==> src/rtl/als_sample_filter_if.sv <==
// Handshake bundle between the SPI receiver, the sample filter and the
// binary-to-BCD converter.
//   slave  : filter side (receives samples and converter done, drives launch/status)
//   master : environment side (receiver + converter model)
// Signals:
//   i_rx_byte / i_rx_dv : sample and its data-valid strobe from the SPI receiver
//   o_binary / o_start  : averaged value and one-cycle launch pulse to the converter
//   i_conv_dv           : converter done strobe
//   o_busy              : launch or wait for converter in progress
//   o_overrun           : sticky, an unconsumed average was overwritten
//   o_timeout           : sticky, converter did not answer (timeout build only)
interface als_sample_filter_if #(
  parameter int unsigned DATA_W = 8
);
  logic [DATA_W-1:0] i_rx_byte;
  logic              i_rx_dv;
  logic [DATA_W-1:0] o_binary;
  logic              o_start;
  logic              i_conv_dv;
  logic              o_busy;
  logic              o_overrun;
  logic              o_timeout;

  modport slave (
    input  i_rx_byte,
    input  i_rx_dv,
    input  i_conv_dv,
    output o_binary,
    output o_start,
    output o_busy,
    output o_overrun,
    output o_timeout
  );

  modport master (
    output i_rx_byte,
    output i_rx_dv,
    output i_conv_dv,
    input  o_binary,
    input  o_start,
    input  o_busy,
    input  o_overrun,
    input  o_timeout
  );
endinterface

==> src/rtl/als_sample_filter.sv <==
// Averaging and hand-off stage for the Pmod ALS display path.
// Edge-detects the receiver data-valid strobe, sums 2^LOG2_N samples and hands the
// truncated average to the double-dabble converter with a one-cycle start pulse,
// then waits for the converter's done strobe. One completed average can be held
// while the converter is busy; overwriting it raises the sticky overrun flag.
// Optional feature macro: ALS_FILTER_TIMEOUT_EN -- abandon the wait for the
// converter after TIMEOUT_CYC cycles and raise the sticky timeout flag.
// Ports:
//   clk   : system clock, rising edge
//   rst_n : asynchronous active-low reset
//   bus   : als_sample_filter_if.slave (sample input, converter handshake, status)
module als_sample_filter #(
  parameter int unsigned DATA_W      = 8,
  parameter int unsigned LOG2_N      = 3,
  parameter int unsigned TIMEOUT_CYC = 1024
) (
  input logic                clk,
  input logic                rst_n,
  als_sample_filter_if.slave bus
);

  localparam int unsigned AccW = DATA_W + LOG2_N;
  localparam int unsigned CntW = LOG2_N + 1;
  localparam logic [CntW-1:0] LastCnt = CntW'((1 << LOG2_N) - 1);

  typedef enum logic [1:0] {StAccum, StStart, StWait} state_e;

  state_e            state_q, state_d;
  logic              prev_dv_q;
  logic [AccW-1:0]   acc_q, acc_d;
  logic [CntW-1:0]   cnt_q, cnt_d;
  logic [DATA_W-1:0] binary_q, binary_d;
  logic [DATA_W-1:0] pend_q, pend_d;
  logic              pend_vld_q, pend_vld_d;
  logic              overrun_q, overrun_d;

  logic              accept;
  logic              win_done;
  logic [AccW-1:0]   sum;
  logic [DATA_W-1:0] win_avg;
  logic              to_expire;
  logic              take;

  // Rising edge of the receiver strobe; a held-high strobe counts once.
  assign accept   = bus.i_rx_dv & ~prev_dv_q;
  // AccW bits hold 2^LOG2_N full-scale samples, so this never wraps.
  assign sum      = acc_q + AccW'(bus.i_rx_byte);
  assign win_done = accept & (cnt_q == LastCnt);
  assign win_avg  = DATA_W'(sum >> LOG2_N);

  // Accumulation is independent of the hand-off state.
  always_comb begin
    acc_d = acc_q;
    cnt_d = cnt_q;
    if (win_done) begin
      acc_d = '0;
      cnt_d = '0;
    end else if (accept) begin
      acc_d = sum;
      cnt_d = cnt_q + CntW'(1);
    end
  end

`ifdef ALS_FILTER_TIMEOUT_EN
  localparam int unsigned ToW = $clog2(TIMEOUT_CYC + 1);
  localparam logic [ToW-1:0] ToLast = ToW'(TIMEOUT_CYC - 1);

  logic [ToW-1:0] to_cnt_q, to_cnt_d;
  logic           timeout_q, timeout_d;

  // WAIT is only entered from START, where the counter is held at zero.
  assign to_expire = (state_q == StWait) && (to_cnt_q == ToLast);

  always_comb begin
    to_cnt_d  = (state_q == StWait) ? to_cnt_q + ToW'(1) : '0;
    // A done strobe on the expiry cycle wins over the timeout.
    timeout_d = timeout_q | (to_expire & ~bus.i_conv_dv);
  end

  always_ff @(posedge clk or negedge rst_n) begin
    if (!rst_n) begin
      to_cnt_q  <= '0;
      timeout_q <= 1'b0;
    end else begin
      to_cnt_q  <= to_cnt_d;
      timeout_q <= timeout_d;
    end
  end

  assign bus.o_timeout = timeout_q;
`else
  logic unused_timeout_cyc;
  assign unused_timeout_cyc = ^TIMEOUT_CYC;
  assign to_expire          = 1'b0;
  assign bus.o_timeout      = 1'b0;
`endif

  // take: this edge may hand a value to the converter (idle, or the converter
  // just finished / was abandoned).
  always_comb begin
    state_d    = state_q;
    binary_d   = binary_q;
    pend_d     = pend_q;
    pend_vld_d = pend_vld_q;
    overrun_d  = overrun_q;
    take       = (state_q == StAccum) ||
                 ((state_q == StWait) && (bus.i_conv_dv || to_expire));

    if (state_q == StStart) begin
      state_d = StWait;
    end else if (take) begin
      if (win_done) begin
        // Fresh window beats a held one; the held one is lost.
        binary_d = win_avg;
        state_d  = StStart;
        if (pend_vld_q) begin
          pend_vld_d = 1'b0;
          overrun_d  = 1'b1;
        end
      end else if (pend_vld_q) begin
        binary_d   = pend_q;
        pend_vld_d = 1'b0;
        state_d    = StStart;
      end else begin
        state_d = StAccum;
      end
    end

    if (win_done && !take) begin
      pend_d     = win_avg;
      pend_vld_d = 1'b1;
      if (pend_vld_q) begin
        overrun_d = 1'b1;
      end
    end
  end

  always_ff @(posedge clk or negedge rst_n) begin
    if (!rst_n) begin
      state_q    <= StAccum;
      prev_dv_q  <= 1'b0;
      acc_q      <= '0;
      cnt_q      <= '0;
      binary_q   <= '0;
      pend_q     <= '0;
      pend_vld_q <= 1'b0;
      overrun_q  <= 1'b0;
    end else begin
      state_q    <= state_d;
      prev_dv_q  <= bus.i_rx_dv;
      acc_q      <= acc_d;
      cnt_q      <= cnt_d;
      binary_q   <= binary_d;
      pend_q     <= pend_d;
      pend_vld_q <= pend_vld_d;
      overrun_q  <= overrun_d;
    end
  end

  assign bus.o_binary  = binary_q;
  assign bus.o_start   = (state_q == StStart);
  assign bus.o_busy    = (state_q == StStart) || (state_q == StWait);
  assign bus.o_overrun = overrun_q;

endmodule

==> src/flat_wrapper.sv <==
// flat-port wrapper written by rule: the top's interface ports become plain ports
module als_sample_filter_flat 
#(
  parameter int unsigned DATA_W      = 8,
  parameter int unsigned LOG2_N      = 3,
  parameter int unsigned TIMEOUT_CYC = 1024
)
  (clk, rst_n, bus_i_rx_byte, bus_i_rx_dv, bus_i_conv_dv, bus_o_binary, bus_o_start, bus_o_busy, bus_o_overrun, bus_o_timeout);
  als_sample_filter_if #(.DATA_W(DATA_W)) bus_i ();
  input logic clk;
  input logic rst_n;
  input wire logic [$bits(bus_i.i_rx_byte)-1:0] bus_i_rx_byte;
  input wire logic [$bits(bus_i.i_rx_dv)-1:0] bus_i_rx_dv;
  input wire logic [$bits(bus_i.i_conv_dv)-1:0] bus_i_conv_dv;
  output wire logic [$bits(bus_i.o_binary)-1:0] bus_o_binary;
  output wire logic [$bits(bus_i.o_start)-1:0] bus_o_start;
  output wire logic [$bits(bus_i.o_busy)-1:0] bus_o_busy;
  output wire logic [$bits(bus_i.o_overrun)-1:0] bus_o_overrun;
  output wire logic [$bits(bus_i.o_timeout)-1:0] bus_o_timeout;
  assign bus_i.i_rx_byte = bus_i_rx_byte;
  assign bus_i.i_rx_dv = bus_i_rx_dv;
  assign bus_i.i_conv_dv = bus_i_conv_dv;
  assign bus_o_binary = bus_i.o_binary;
  assign bus_o_start = bus_i.o_start;
  assign bus_o_busy = bus_i.o_busy;
  assign bus_o_overrun = bus_i.o_overrun;
  assign bus_o_timeout = bus_i.o_timeout;
  als_sample_filter #(.DATA_W(DATA_W), .LOG2_N(LOG2_N), .TIMEOUT_CYC(TIMEOUT_CYC)) u_core (.clk(clk), .rst_n(rst_n), .bus(bus_i));
endmodule
==> config.mk <==
export PLATFORM = sky130hd
export DESIGN_NAME = als_sample_filter_flat
export DESIGN_NICKNAME = d
export VERILOG_FILES = /design/src/rtl/als_sample_filter_if.sv /design/src/rtl/als_sample_filter.sv /design/src/flat_wrapper.sv
export SDC_FILE = /design/constraint.sdc
export NUM_CORES = 1
export LEC_CHECK = 0
export ABC_AREA = 1
export CAP_MARGIN = 30
export CORE_MARGIN = 1.5
export CORE_UTILIZATION = 35
export CTS_BUF_LIST = sky130_fd_sc_hd__clkbuf_16
export DETAILED_ROUTE_END_ITERATION = 10
export SLEW_MARGIN = 20
export SYNTH_ARGS = -nofsm -noshare
export SYNTH_HDL_FRONTEND = slang
export SYNTH_SLANG_ARGS = --single-unit
export TNS_END_PERCENT = 100
==> constraint.sdc <==
create_clock -name clk -period 1.85 [get_ports clk]
set_input_delay 0.37 -clock clk [delete_from_list [all_inputs] [get_ports clk]]
set_output_delay 0.37 -clock clk [all_outputs]
set_load 0.02 [all_outputs]
==> Flow_metrics.wiki <==
{| class="wikitable"
! Metric !! Value
|-
| Sinks on Clock Net || 36
|-
| Complex-gate fraction of the synthesized area || 0.08383
|-
| Total Routed Length || roughly 4700 um
|-
| Timing-limited maximum frequency || 0.5847 GHz
|-
| Share of the clock period used by the worst path after layout || 0.9244
|-
| Post-route minimum period || roughly 1700 ps
|-
| Standard-cell row count || 27
|-
| Req. time, crit path || about 2000 ps
|-
| Synth Cell Area || 0.002090 mm2
|-
| Xor/xnor cell area share of the yosys netlist || 0.01677
|-
| Total vias in the final route || approximately 1900
|-
| Net switching component of the power || 1.457 mW
|-
| Worst setup timing slack at the placement stage || -477.2 ps
|-
| GRT Resource Usage Total || 0.1609
|-
| Post-synth net total || roughly 300
|-
| Chip width || 80.27 um
|-
| Worst Path Class, Setup || in2reg
|-
| Clk buf depth || 2
|-
| Worst Reg-to-Reg Cells || 10
|-
| Commonest cells after routing, fill and taps aside || 85 x sky130_fd_sc_hd__nand2_1, 36 x sky130_fd_sc_hd__dfrtp_1, 31 x sky130_fd_sc_hd__nor2_1
|-
| Remaining routing DRC violations || 0
|-
| Core footprint || roughly 0.0056 mm2
|-
| Initial DRT Pass Iterations || 4
|-
| Leakage dissipation || 1.489 nW
|-
| Hold violation total from the final report || 0
|-
| Number of buffers created by CTS || 5
|-
| Vias per cell || ~4.7
|-
| Fraction of the mapped netlist area in adder cells || 0.08144
|-
| Class of the worst hold path || in2async
|-
| Via count of the first global-routing pass || 1825
|-
| GR peak layer || met2
|-
| Clock tree from TritonCTS || done
|-
| Fraction of final layout cells sized beyond drive strength 1 || 0.2246
|-
| Antenna violations before repair || 0
|-
| Register clock-pin slew on the reported worst setup and hold paths || 60 ps
|-
| Die footprint || 0.006442 mm2
|-
| Power per cell area || 1445 mW/mm2
|-
| Count of filler cells inserted in the layout || ~520
|-
| Later-pin clock latency in the skew report || 280 ps
|-
| Synthesized netlist cell count || 269
|-
| Area of combinational cells with multiple inputs || approximately 0.0012 mm2
|-
| Worst Setup End Kind || flip-flop
|-
| Clk root buf || sky130_fd_sc_hd__clkbuf_16
|-
| Top-level I/O count || 24
|-
| 1st-iter DRT viols || 134
|-
| Distinct cell type count after synthesis || 29
|-
| Clock Power Share || 0.288
|-
| Fraction of the yosys area taken by sequential cells || 0.4311
|-
| Most frequent standard cell in the layout excluding fill and tap cells || sky130_fd_sc_hd__nand2_1
|-
| GRT Residual Overflow || 0
|-
| Nets || 349
|-
| Routability cong. || 0.8292
|-
| Crit path largest cell delay || 450 ps
|-
| Starting density of the core || 0.3704
|-
| Worst IR drop on VDD || 0.8836 mV
|-
| Worst path cell trace || clkdlybuf4s50_1 -> ha_4 -> buf_4 -> nand2_1 -> nor2_1 -> nand3_1 -> nand4_1 -> nand3_1 -> nand2_1 -> nand2_1
|-
| Internal portion of total power || 2.820 mW
|-
| Worst-case clock skew || 4.307 ps
|-
| Run status || complete, no violations
|-
| CP Data Arrival Time || 1880 ps
|-
| Multiplexer share of the synthesized area || 0
|-
| Final-report max-slew violation count || 0
|-
| Post-synthesis simple-gate area fraction || 0.3144
|-
| Number of maximum-capacitance constraint violations || 0
|-
| FF+latch area || 900.9 um2
|-
| Met2 layer usage reported by global route || 0.2756
|-
| Met1 track utilization from global routing || 0.2015
|-
| Met3 capacity usage during global routing || 0.03409
|-
| Dominant cell type by count on the critical path || sky130_fd_sc_hd__nand2_1
|-
| Comb power frac || 0.422
|-
| Count of buffers inserted at the top-level ports || 22
|-
| H-Tree Depth || 2
|-
| Area growth, synth to finish || 41.68%
|-
| Per-instance average area after synthesis || 7.768 um2
|-
| RSZ-0062 raised after global routing || false
|-
| Finish-stage setup viols || 0
|-
| Total of warnings raised by yosys || 0
|-
| Worst Slack Setup Final || 139.8 ps
|-
| Sequential Power Share || 0.290
|-
| Die outline height || between 80 and 90 um
|-
| Main combinational cell family by area after synthesis || simple AND/OR/NAND/NOR gates
|-
| Pin count of the biggest net entering global routing || 20
|-
| Global-route wire length before repair || 7955 um
|-
| Switching portion of total power || 0.3407
|-
| Crit-path slowest cell || sky130_fd_sc_hd__clkdlybuf4s50_1
|-
| Antenna diode count || 0
|-
| Post-route worst hold slack || around 29 ps
|-
| Detailed placer's ending HPWL || between 3000 and 4000 um
|-
| Antenna-violating nets left || 0
|-
| Startpoint class of the critical path || input port
|-
| Average detailed-routed wire length per instance || 11.95 um
|-
| Peak fanout along the critical path || 5
|-
| Post-synthesis sequential element count || 36
|}
[metrics by stage]
step	utilization	power, mW	cell area (um2)	TNS [ps]	cells
after floorplan	-	2.202	2090	0	269
after detailed placement	0.4582	2.755	2585	-6716	386
after global placement	0.4582	2.724	2585	-6352	386
after CTS	0.5014	4.084	2829	0	396
final	0.5247	4.276	2960	0	397
after global routing	0.5247	4.579	2960	0	397
[cell type report]
| cell class | instances | share of cell area |
|---|---|---|
| timing repair buffer | 51 | 0.1560 |
| sequential | 36 | 0.3043 |
| inverter | 30 | 0.03973 |
| tap | 72 | 0.03043 |
| clock inverter | 3 | 0.03043 |
| clock buffer | 5 | 0.04227 |
| multi-input combinational | 200 | 0.3969 |
[synth_stat cells]
| cell | n | area share |
|---|---|---|
| sky130_fd_sc_hd__nand3_1 | 20 | 0.048 |
| sky130_fd_sc_hd__fa_1 | 1 | 0.0096 |
| sky130_fd_sc_hd__o21bai_1 | 2 | 0.0072 |
| sky130_fd_sc_hd__inv_6 | 1 | 0.0042 |
| sky130_fd_sc_hd__a31oi_1 | 3 | 0.0090 |
| sky130_fd_sc_hd__ha_1 | 12 | 0.072 |
| sky130_fd_sc_hd__inv_2 | 3 | 0.0054 |
| sky130_fd_sc_hd__a21oi_1 | 6 | 0.014 |
| sky130_fd_sc_hd__conb_1 | 1 | 0.0018 |
| sky130_fd_sc_hd__nand2_1 | 91 | 0.16 |
| sky130_fd_sc_hd__o21ai_0 | 13 | 0.031 |
| sky130_fd_sc_hd__o21ai_4 | 1 | 0.0078 |
| sky130_fd_sc_hd__a21boi_0 | 1 | 0.0036 |
| sky130_fd_sc_hd__nand3_4 | 1 | 0.0084 |
| sky130_fd_sc_hd__nor2_1 | 33 | 0.059 |
| sky130_fd_sc_hd__nor2_8 | 1 | 0.0096 |
| sky130_fd_sc_hd__o22ai_1 | 1 | 0.0030 |
| sky130_fd_sc_hd__o31ai_1 | 1 | 0.0036 |
| sky130_fd_sc_hd__xor2_1 | 2 | 0.0084 |
| sky130_fd_sc_hd__and3_1 | 1 | 0.0030 |
| sky130_fd_sc_hd__inv_1 | 26 | 0.047 |
| sky130_fd_sc_hd__nor2_4 | 2 | 0.011 |
| sky130_fd_sc_hd__buf_6 | 2 | 0.011 |
| sky130_fd_sc_hd__nand4_1 | 3 | 0.0090 |
| sky130_fd_sc_hd__a22o_1 | 1 | 0.0042 |
| sky130_fd_sc_hd__buf_4 | 1 | 0.0036 |
| sky130_fd_sc_hd__dfrtp_1 | 36 | 0.43 |
| sky130_fd_sc_hd__and2_1 | 1 | 0.0030 |
| sky130_fd_sc_hd__xnor2_1 | 2 | 0.0084 |
[timing repair]
| item | CTS | global route |
|---|---|---|
| hold buffers | 0 | 0 |
| gates cloned | 0 | 0 |
| pin swaps | 6 | 3 |
| resized for setup | 12 | 24 |
| setup endpoints to repair | 14 | 15 |
| buffers inserted | 2 | 1 |
[final timing paths]
kind / startpoint / end / slack (ps)
setup / recovery: bus_i_rx_byte[2] / u_core.bus.o_binary[7] / 140
hold / removal: rst_n / u_core.acc_q[3] / 30
setup reg to reg: u_core.acc_q[0] / u_core.bus.o_binary[7] / 150
hold reg to reg: u_core.cnt_q[3] / u_core.cnt_q[3] / 470
max in group asynchronous: rst_n / u_core.state_q[1] / 1360
min in group clk: u_core.cnt_q[3] / u_core.cnt_q[3] / 470
[flip-flops by register name, summed over array words and instances (netlist names), named ones only]
signal,cells
u_core.state_q,2
u_core.pend_vld_q,1
u_core.prev_dv_q,1
u_core.acc_q,11
u_core.bus.o_binary,8
u_core.pend_q,8
u_core.cnt_q,4
[kinds of logic (layout without fill, tap and decap cells)]
logic type | count (synthesis) | after routing
AO/OA/AOI/OAI | 29 | 29
flip-flops | 36 | 36
other | 1 | 1
buffers and inverters | 33 | 89
AND/OR/NAND/NOR | 153 | 153
adder cells (fa/ha/maj) | 13 | 13
XOR/XNOR | 4 | 4
[power by group through the flow]
stage	Combinational (mW)	Sequential [mW]	Clock, mW
4_1_cts	1.62	1.21	1.25
3_3_place_gp	1.51	1.21	0
6_report	1.80	1.24	1.23
5_1_grt	2.02	1.27	1.29
2_1_floorplan	1.01	1.19	0
3_5_place_dp	1.53	1.22	0
[per-layer routing]
layer | share of wire | routed length (um)
met1 | 0.47 | 2253
met2 | 0.48 | 2281
met3 | 0.031 | 148
met4 | 0.013 | 61
met5 | 0 | 0
[critical path: cells and delay by family]
kind                     cells  cell delay, ps
AND/OR/NAND/NOR              7             630
buffers and inverters        2             560
adder cells (fa/ha/maj)      1             310
Power figures use the tool's default switching activity.
